<file path="src/rtl/nibble_add_if.sv">
// nibble_add_if
//   Start/ready/done bundle between the calculator control and the serial
//   nibble adder.
//
//   Handshake: the master raises start together with the operands. The
//   request is taken on a rising clock edge where start=1 and ready=1; a and
//   b (and sub, when the subtract option NIBBLE_ADD_SUB_EN is compiled in)
//   are sampled on that same edge. start while ready=0 is dropped, not
//   queued. Completion is a one-cycle done pulse; sum and c_out are valid
//   from that cycle and hold until the next accepted start.
//
//   Signals:
//     start  master->slave  request
//     a, b   master->slave  operands, W = 4*NIBBLES bits
//     sub    master->slave  subtract select (NIBBLE_ADD_SUB_EN only)
//     ready  slave->master  idle, can accept a request
//     busy   slave->master  nibble loop in progress
//     done   slave->master  result valid pulse
//     sum    slave->master  result register
//     c_out  slave->master  carry out of the top nibble
interface nibble_add_if #(
    parameter int NIBBLES = 2
);
    localparam int W = 4 * NIBBLES;

    logic         start;
    logic [W-1:0] a;
    logic [W-1:0] b;
`ifdef NIBBLE_ADD_SUB_EN
    logic         sub;
`endif
    logic         ready;
    logic         busy;
    logic         done;
    logic [W-1:0] sum;
    logic         c_out;

    modport master (
`ifdef NIBBLE_ADD_SUB_EN
        output sub,
`endif
        output start, a, b,
        input  ready, busy, done, sum, c_out
    );

    modport slave (
`ifdef NIBBLE_ADD_SUB_EN
        input  sub,
`endif
        input  start, a, b,
        output ready, busy, done, sum, c_out
    );
endinterface

</file>
<file path="src/rtl/nibble_add_sequencer.sv">
// nibble_add_sequencer
//   Multi-cycle unsigned adder: one 4-bit carry-lookahead slice is reused
//   once per clock, low nibble first, to add two W = 4*NIBBLES bit operands.
//   The inter-nibble carry is kept in a register and each nibble result is
//   written into the sum register as it is produced.
//
//   Optional feature macro: NIBBLE_ADD_SUB_EN adds a sub input on the bus.
//   With sub=1 the B operand is stored inverted and the carry starts at 1,
//   giving (a-b) mod 2^W; c_out=1 then means no borrow.
//
//   Ports:
//     clk        system clock, rising edge
//     rst        synchronous active-high reset, overrides everything
//     bus        nibble_add_if slave (start/a/b[/sub] in, ready/busy/done/
//                sum/c_out out)
//     state_dbg  current FSM state (0 IDLE, 1 RUN, 2 DONE)
//
//   Timing: request taken at edge A, RUN for NIBBLES cycles, done high for
//   the single DONE cycle, back in IDLE one edge later. Issue interval is
//   NIBBLES+2 cycles.

module nibble_add_cla4 (
    input  logic [3:0] a,
    input  logic [3:0] b,
    input  logic       c_in,
    output logic [3:0] s,
    output logic       c_out
);
    logic [3:0] g;
    logic [3:0] p;
    logic [4:0] c;

    always_comb begin
        g = a & b;
        p = a ^ b;
        // Every carry is expanded from c_in directly instead of rippling.
        c[0] = c_in;
        c[1] = g[0] | (p[0] & c_in);
        c[2] = g[1] | (p[1] & g[0]) | (p[1] & p[0] & c_in);
        c[3] = g[2] | (p[2] & g[1]) | (p[2] & p[1] & g[0])
             | (p[2] & p[1] & p[0] & c_in);
        c[4] = g[3] | (p[3] & g[2]) | (p[3] & p[2] & g[1])
             | (p[3] & p[2] & p[1] & g[0])
             | (p[3] & p[2] & p[1] & p[0] & c_in);
        s     = p ^ c[3:0];
        c_out = c[4];
    end
endmodule

module nibble_add_sequencer #(
    parameter int NIBBLES = 2
) (
    input  logic         clk,
    input  logic         rst,
    nibble_add_if.slave  bus,
    output logic [1:0]   state_dbg
);
    localparam int W  = 4 * NIBBLES;
    localparam int IW = (NIBBLES < 2) ? 1 : $clog2(NIBBLES + 1);
    localparam logic [IW-1:0] LAST_IDX = IW'(NIBBLES - 1);

    typedef enum logic [1:0] {
        IDLE = 2'd0,
        RUN  = 2'd1,
        DONE = 2'd2
    } state_t;

    state_t        state;
    logic [IW-1:0] idx;
    logic [W-1:0]  a_reg;
    logic [W-1:0]  b_reg;
    logic          carry;
    logic          ready_q;
    logic          busy_q;
    logic          done_q;
    logic [W-1:0]  sum_q;
    logic          c_out_q;

    logic [3:0]    a_nib;
    logic [3:0]    b_nib;
    logic [3:0]    s_nib;
    logic          c_nib;

    // Operand values as captured; subtraction folds into add as a + ~b + 1.
    logic [W-1:0]  b_load;
    logic          carry_load;

`ifdef NIBBLE_ADD_SUB_EN
    always_comb begin
        b_load     = bus.sub ? ~bus.b : bus.b;
        carry_load = bus.sub;
    end
`else
    always_comb begin
        b_load     = bus.b;
        carry_load = 1'b0;
    end
`endif

    always_comb begin
        a_nib = a_reg[4*int'(idx) +: 4];
        b_nib = b_reg[4*int'(idx) +: 4];
    end

    nibble_add_cla4 u_cla (
        .a     (a_nib),
        .b     (b_nib),
        .c_in  (carry),
        .s     (s_nib),
        .c_out (c_nib)
    );

    always_ff @(posedge clk) begin
        if (rst) begin
            state   <= IDLE;
            idx     <= '0;
            a_reg   <= '0;
            b_reg   <= '0;
            carry   <= 1'b0;
            ready_q <= 1'b1;
            busy_q  <= 1'b0;
            done_q  <= 1'b0;
            sum_q   <= '0;
            c_out_q <= 1'b0;
        end else begin
            case (state)
                IDLE: begin
                    done_q <= 1'b0;
                    if (bus.start) begin
                        a_reg   <= bus.a;
                        b_reg   <= b_load;
                        carry   <= carry_load;
                        idx     <= '0;
                        sum_q   <= '0;
                        state   <= RUN;
                        ready_q <= 1'b0;
                        busy_q  <= 1'b1;
                    end
                end
                RUN: begin
                    sum_q[4*int'(idx) +: 4] <= s_nib;
                    carry <= c_nib;
                    if (idx == LAST_IDX) begin
                        // Index stays at the last nibble; it is reloaded on
                        // the next accepted start.
                        c_out_q <= c_nib;
                        state   <= DONE;
                        busy_q  <= 1'b0;
                        done_q  <= 1'b1;
                    end else begin
                        idx <= idx + IW'(1);
                    end
                end
                DONE: begin
                    state   <= IDLE;
                    done_q  <= 1'b0;
                    ready_q <= 1'b1;
                end
                default: begin
                    // Unused encoding: quiet return to IDLE.
                    state   <= IDLE;
                    done_q  <= 1'b0;
                    busy_q  <= 1'b0;
                    ready_q <= 1'b1;
                end
            endcase
        end
    end

    assign bus.ready = ready_q;
    assign bus.busy  = busy_q;
    assign bus.done  = done_q;
    assign bus.sum   = sum_q;
    assign bus.c_out = c_out_q;
    assign state_dbg = state;
endmodule

</file>
<file path="src/flat_wrapper.sv">
// flat-port wrapper written by rule: the top's interface ports become plain ports
module nibble_add_sequencer_flat 
#(
    parameter int NIBBLES = 2
)
  (clk, rst, state_dbg, bus_start, bus_a, bus_b, bus_ready, bus_busy, bus_done, bus_sum, bus_c_out);
  nibble_add_if #(.NIBBLES(NIBBLES)) bus_i ();
  input  logic clk;
  input  logic rst;
  output logic [1:0] state_dbg;
  input wire logic [$bits(bus_i.start)-1:0] bus_start;
  input wire logic [$bits(bus_i.a)-1:0] bus_a;
  input wire logic [$bits(bus_i.b)-1:0] bus_b;
  output wire logic [$bits(bus_i.ready)-1:0] bus_ready;
  output wire logic [$bits(bus_i.busy)-1:0] bus_busy;
  output wire logic [$bits(bus_i.done)-1:0] bus_done;
  output wire logic [$bits(bus_i.sum)-1:0] bus_sum;
  output wire logic [$bits(bus_i.c_out)-1:0] bus_c_out;
  assign bus_i.start = bus_start;
  assign bus_i.a = bus_a;
  assign bus_i.b = bus_b;
  assign bus_ready = bus_i.ready;
  assign bus_busy = bus_i.busy;
  assign bus_done = bus_i.done;
  assign bus_sum = bus_i.sum;
  assign bus_c_out = bus_i.c_out;
  nibble_add_sequencer #(.NIBBLES(NIBBLES)) u_core (.clk(clk), .rst(rst), .bus(bus_i), .state_dbg(state_dbg));
endmodule
</file>
<file path="config.mk">
export PLATFORM = sky130hd
export DESIGN_NAME = nibble_add_sequencer_flat
export DESIGN_NICKNAME = d
export VERILOG_FILES = /design/src/rtl/nibble_add_if.sv /design/src/rtl/nibble_add_sequencer.sv /design/src/flat_wrapper.sv
export SDC_FILE = /design/constraint.sdc
export NUM_CORES = 1
export LEC_CHECK = 0
export CAP_MARGIN = 20
export CELL_PAD_IN_SITES_DETAIL_PLACEMENT = 2
export CELL_PAD_IN_SITES_GLOBAL_PLACEMENT = 2
export CORE_MARGIN = 2
export CORE_UTILIZATION = 34
export CTS_BUF_LIST = sky130_fd_sc_hd__clkbuf_4
export DETAILED_ROUTE_END_ITERATION = 7
export MAX_ROUTING_LAYER = met4
export PLACE_DENSITY = 0.89
export SYNTH_ARGS = -nofsm -noshare
export SYNTH_HDL_FRONTEND = slang
export SYNTH_HIERARCHICAL = 1
export SYNTH_SLANG_ARGS = --single-unit
export TNS_END_PERCENT = 30
</file>
<file path="constraint.sdc">
create_clock -name clk -period 6 [get_ports clk]
set_input_delay 1.2 -clock clk [delete_from_list [all_inputs] [get_ports clk]]
set_output_delay 1.2 -clock clk [all_outputs]
set_load 0.05 [all_outputs]
</file>
==> results.yml <==
yosys:
  yosys_warnings: 6
  synthArstFlopShare_pct: 0
  yosysMostFrequentCell: "nand2_1"
  seq_area_frac_synth_pct: 42.6
  synthXorXnorAreaFrac_pct: 1.70
  synthesis.area_um2: 1550
  synth-simple-area-share_pct: 17.0
  yosys_register_bits: 33
  synth-compound-area-share_pct: 17.2
  synth_edf_count: 0
  yosys.cell_types.count: 35
  synth_fa_ha_area_share_pct: 7.75
  syn_avg_cell_area_um2: 9.06
  synth.top_cell.area_share_pct: 42.6
  synth.net_count: 199
  synth_top_family_by_area: "compound AO/OA/AOI/OAI gates"
  synthMuxAreaShare_pct: 7.27
  synth_ff_type: "dfxtp_1"
  synthCells: 171
  yosysTopAreaCell: "dfxtp_1"
  synthTopCellsByArea: "dfxtp_1, nand2_1, a21oi_1"
  netlist_top_cells_count: "nand2_1, dfxtp_1, a21oi_1, nor2_1, mux2i_1"
floorplanning:
  die_area_um2: 5110
  io_pins: 33
  initial_core_util_pct: 35.3
  die_y_um: 71.5
  design.core.area_um2: 4380
  fp.dieW_um: 71.5
  core.rowCount: 24
global_route:
  grt_max_degree: 28
  overflow: 0
  grt_use_total_pct: 18.7
  grt_pass1_vias: 1462
  grt_pass1_wl_um: 7090
  antenna_found_initial: 0
cells_and_area:
  fillerInstances: 488
  areaGrowthSynthToFinish_pct: 23.7
  fin_cells: 253
  diodes: 0
  drive_gt1_share_pct: 5.47
  nets: 228
  fin_area_um2: 1920
cts:
  root_buffer: "clkbuf_4"
  ctsHtreeMaxLevel: 2
  clockBufferDepth: 2
  ctsResizeCount: 0
  cts_sinks: 33
  path_clk_slew_ns: 0.10
  cts_buffers: 5
  postCtsHoldBufs: 0
  cts_tree: "yes"
  clk_latency_ns: 0.33
  postCtsSetupRepairBufs: 0
worst_hold_path:
  hp-class: "reg -> reg"
  worst_hold_path.num_cells: 2
  min_from: "u_core/a_reg[0]"
  min_to: "u_core/a_reg[0]"
power:
  pwr-share-clk_pct: 27.3
  power.share.sequential_pct: 53.1
  p_per_area_nw_per_um2: 239
  combPwrFrac_pct: 19.6
  p_leak_nw: 0.777
  p_switching_mw: 0.139
  swShare_pct: 30.4
  p_total_mw: 0.457
  cellInternalPower_mw: 0.318
  peakVddDrop_v: 0.0000849
timing:
  period_needed_ns: 3.09
  setup_viol: 0
  worst_clock_skew_ns: 0.00781
  drv_slew: 0
  fin_crit_sh_pct: 51.5
  slew_headroom_pct: 33.3
  tightest_slew_ns: 0.998
  hold_viol: 0
  setup_tns_ns: 0
  max_clock_freq_mhz: 324
  rsz0062_at_grt: "false"
setup_path:
  path_max_fanout: 13
  arrival_ns: 1.89
  timing.rr.end: "u_core/carry"
  path_class: "reg -> out"
  max_stage_delay_ns: 0.90
  worst_path_max_delay_cell: "clkdlybuf4s50_1"
  crit_chain: "clkdlybuf4s50_1"
  critPathRequiredTime_ns: 4.80
  crit_path_start_kind: "flop"
  reg2regPathDepth: 8
  r2r-start: "u_core/idx[0]"
  cp-end-kind: "output pin"
  critPathBufInv: 1
  r2r_setup_slack_ns: 3.36
  cp_top_family: "buffers and inverters"
place:
  dpl_cell_area_um2: 1860
  hpwl_um: 3090
  io_buffers: 32
  gp_congestion: 0.732
  placed_cells: 245
detailed_routing:
  route.detailed.drc: 0
  ant_nets: 0
  wire_per_inst_um: 16.3
  detail_route.first_pass.iterations: 4
  routed-via-count: 1320
  drt_wl_total_um: 4140
  drtIter0Drc: 49
  viasPerCell: 5.22
job:
  drv_cap: 0
run_status:
  outcome: "finished clean"
[kinds of logic after synthesis]
family / count (synthesis)
simple gates: 57
xor+xnor: 3
compound gates: 41
fa+ha+maj: 9
mux: 11
flops: 33
buf+inv: 17
[metrics by stage]
step | setup slack (ns) | hold WS, ns | utilization (%)
6_report | 2.91 | 0.465 | 43.7
4_1_cts | 2.89 | 0.470 | 43.7
2_1_floorplan | 3.86 | 0.436 | -
3_5_place_dp | 2.86 | 0.456 | 42.5
3_3_place_gp | 2.99 | 0.443 | 42.5
5_1_grt | 2.81 | 0.495 | 43.7
[power groups by stage]
stage          Sequential, mW  Clock, mW  Combinational [mW]
6_report                0.243      0.125              0.0898
4_1_cts                 0.243      0.131              0.0917
3_5_place_dp            0.248          0              0.0900
5_1_grt                 0.245      0.140              0.0996
2_1_floorplan           0.252          0              0.0549
3_3_place_gp            0.247          0              0.0844
[worst register-to-register path: cells and delay by family, from the launching register on]
family                     cells  cell delay, ns
muxes                          1            0.31
adders and majority gates      1            0.31
AOI/OAI and AO/OA              4            0.92
DFF                            1            0.84
and+or+nand+nor                2            0.14
[per-layer routing]
metal | wire [µm] | part of all wire [%] | GRT usage [%] | vias to the layer above
li1 | - | - | - | 636
met1 | 1720 | 42 | 19.7 | 649
met2 | 2180 | 53 | 33.5 | 27
met3 | 173 | 4.2 | 4.50 | 8
met4 | 66 | 1.6 | 7.55 | 0
met5 | 0 | 0 | - | -
[final cells by class]
cell class | instances | area [µm²] | share of cell area (%)
repair buffers | 32 | 320 | 16.7
flip-flops and latches | 33 | 661 | 34.5
inverters | 7 | 26.3 | 1.37
clock inverters | 2 | 10.0 | 0.522
well taps | 52 | 65.1 | 3.39
clock buffers | 6 | 45.0 | 2.35
multi-input cells | 121 | 790 | 41.2
[cells in the final DEF, fill, tap and decap left out, drive strengths merged, types with 2 or more instances in the layout]
cell,Yosys,routed
mux2,2,2
dfxtp,33,33
clkinv,1,3
a22o,8,8
nand2,34,34
and3,2,2
nor3b,2,2
inv,6,6
a21o,3,3
ha,8,8
a21oi,22,22
nor2,14,14
xnor2,2,2
clkdlybuf4s50,0,32
o21bai,2,2
mux2i,9,9
clkbuf,3,6
[worst max-delay path by stage]
stage / slack (ns) / end / startpoint / cells after the start
after CTS: 2.89 / state_dbg[0] / u_core/state_dbg[0] / 1
after floorplan: 3.86 / u_core/carry / u_core/idx[0] / 9
after global routing: 2.81 / state_dbg[0] / u_core/state_dbg[0] / 1
final: 2.91 / state_dbg[0] / u_core/state_dbg[0] / 1
after global placement: 2.99 / u_core/bus.sum[7] / rst / 4
after detailed placement: 2.86 / u_core/bus.sum[1] / rst / 4
(Power assumes the default switching activity.)
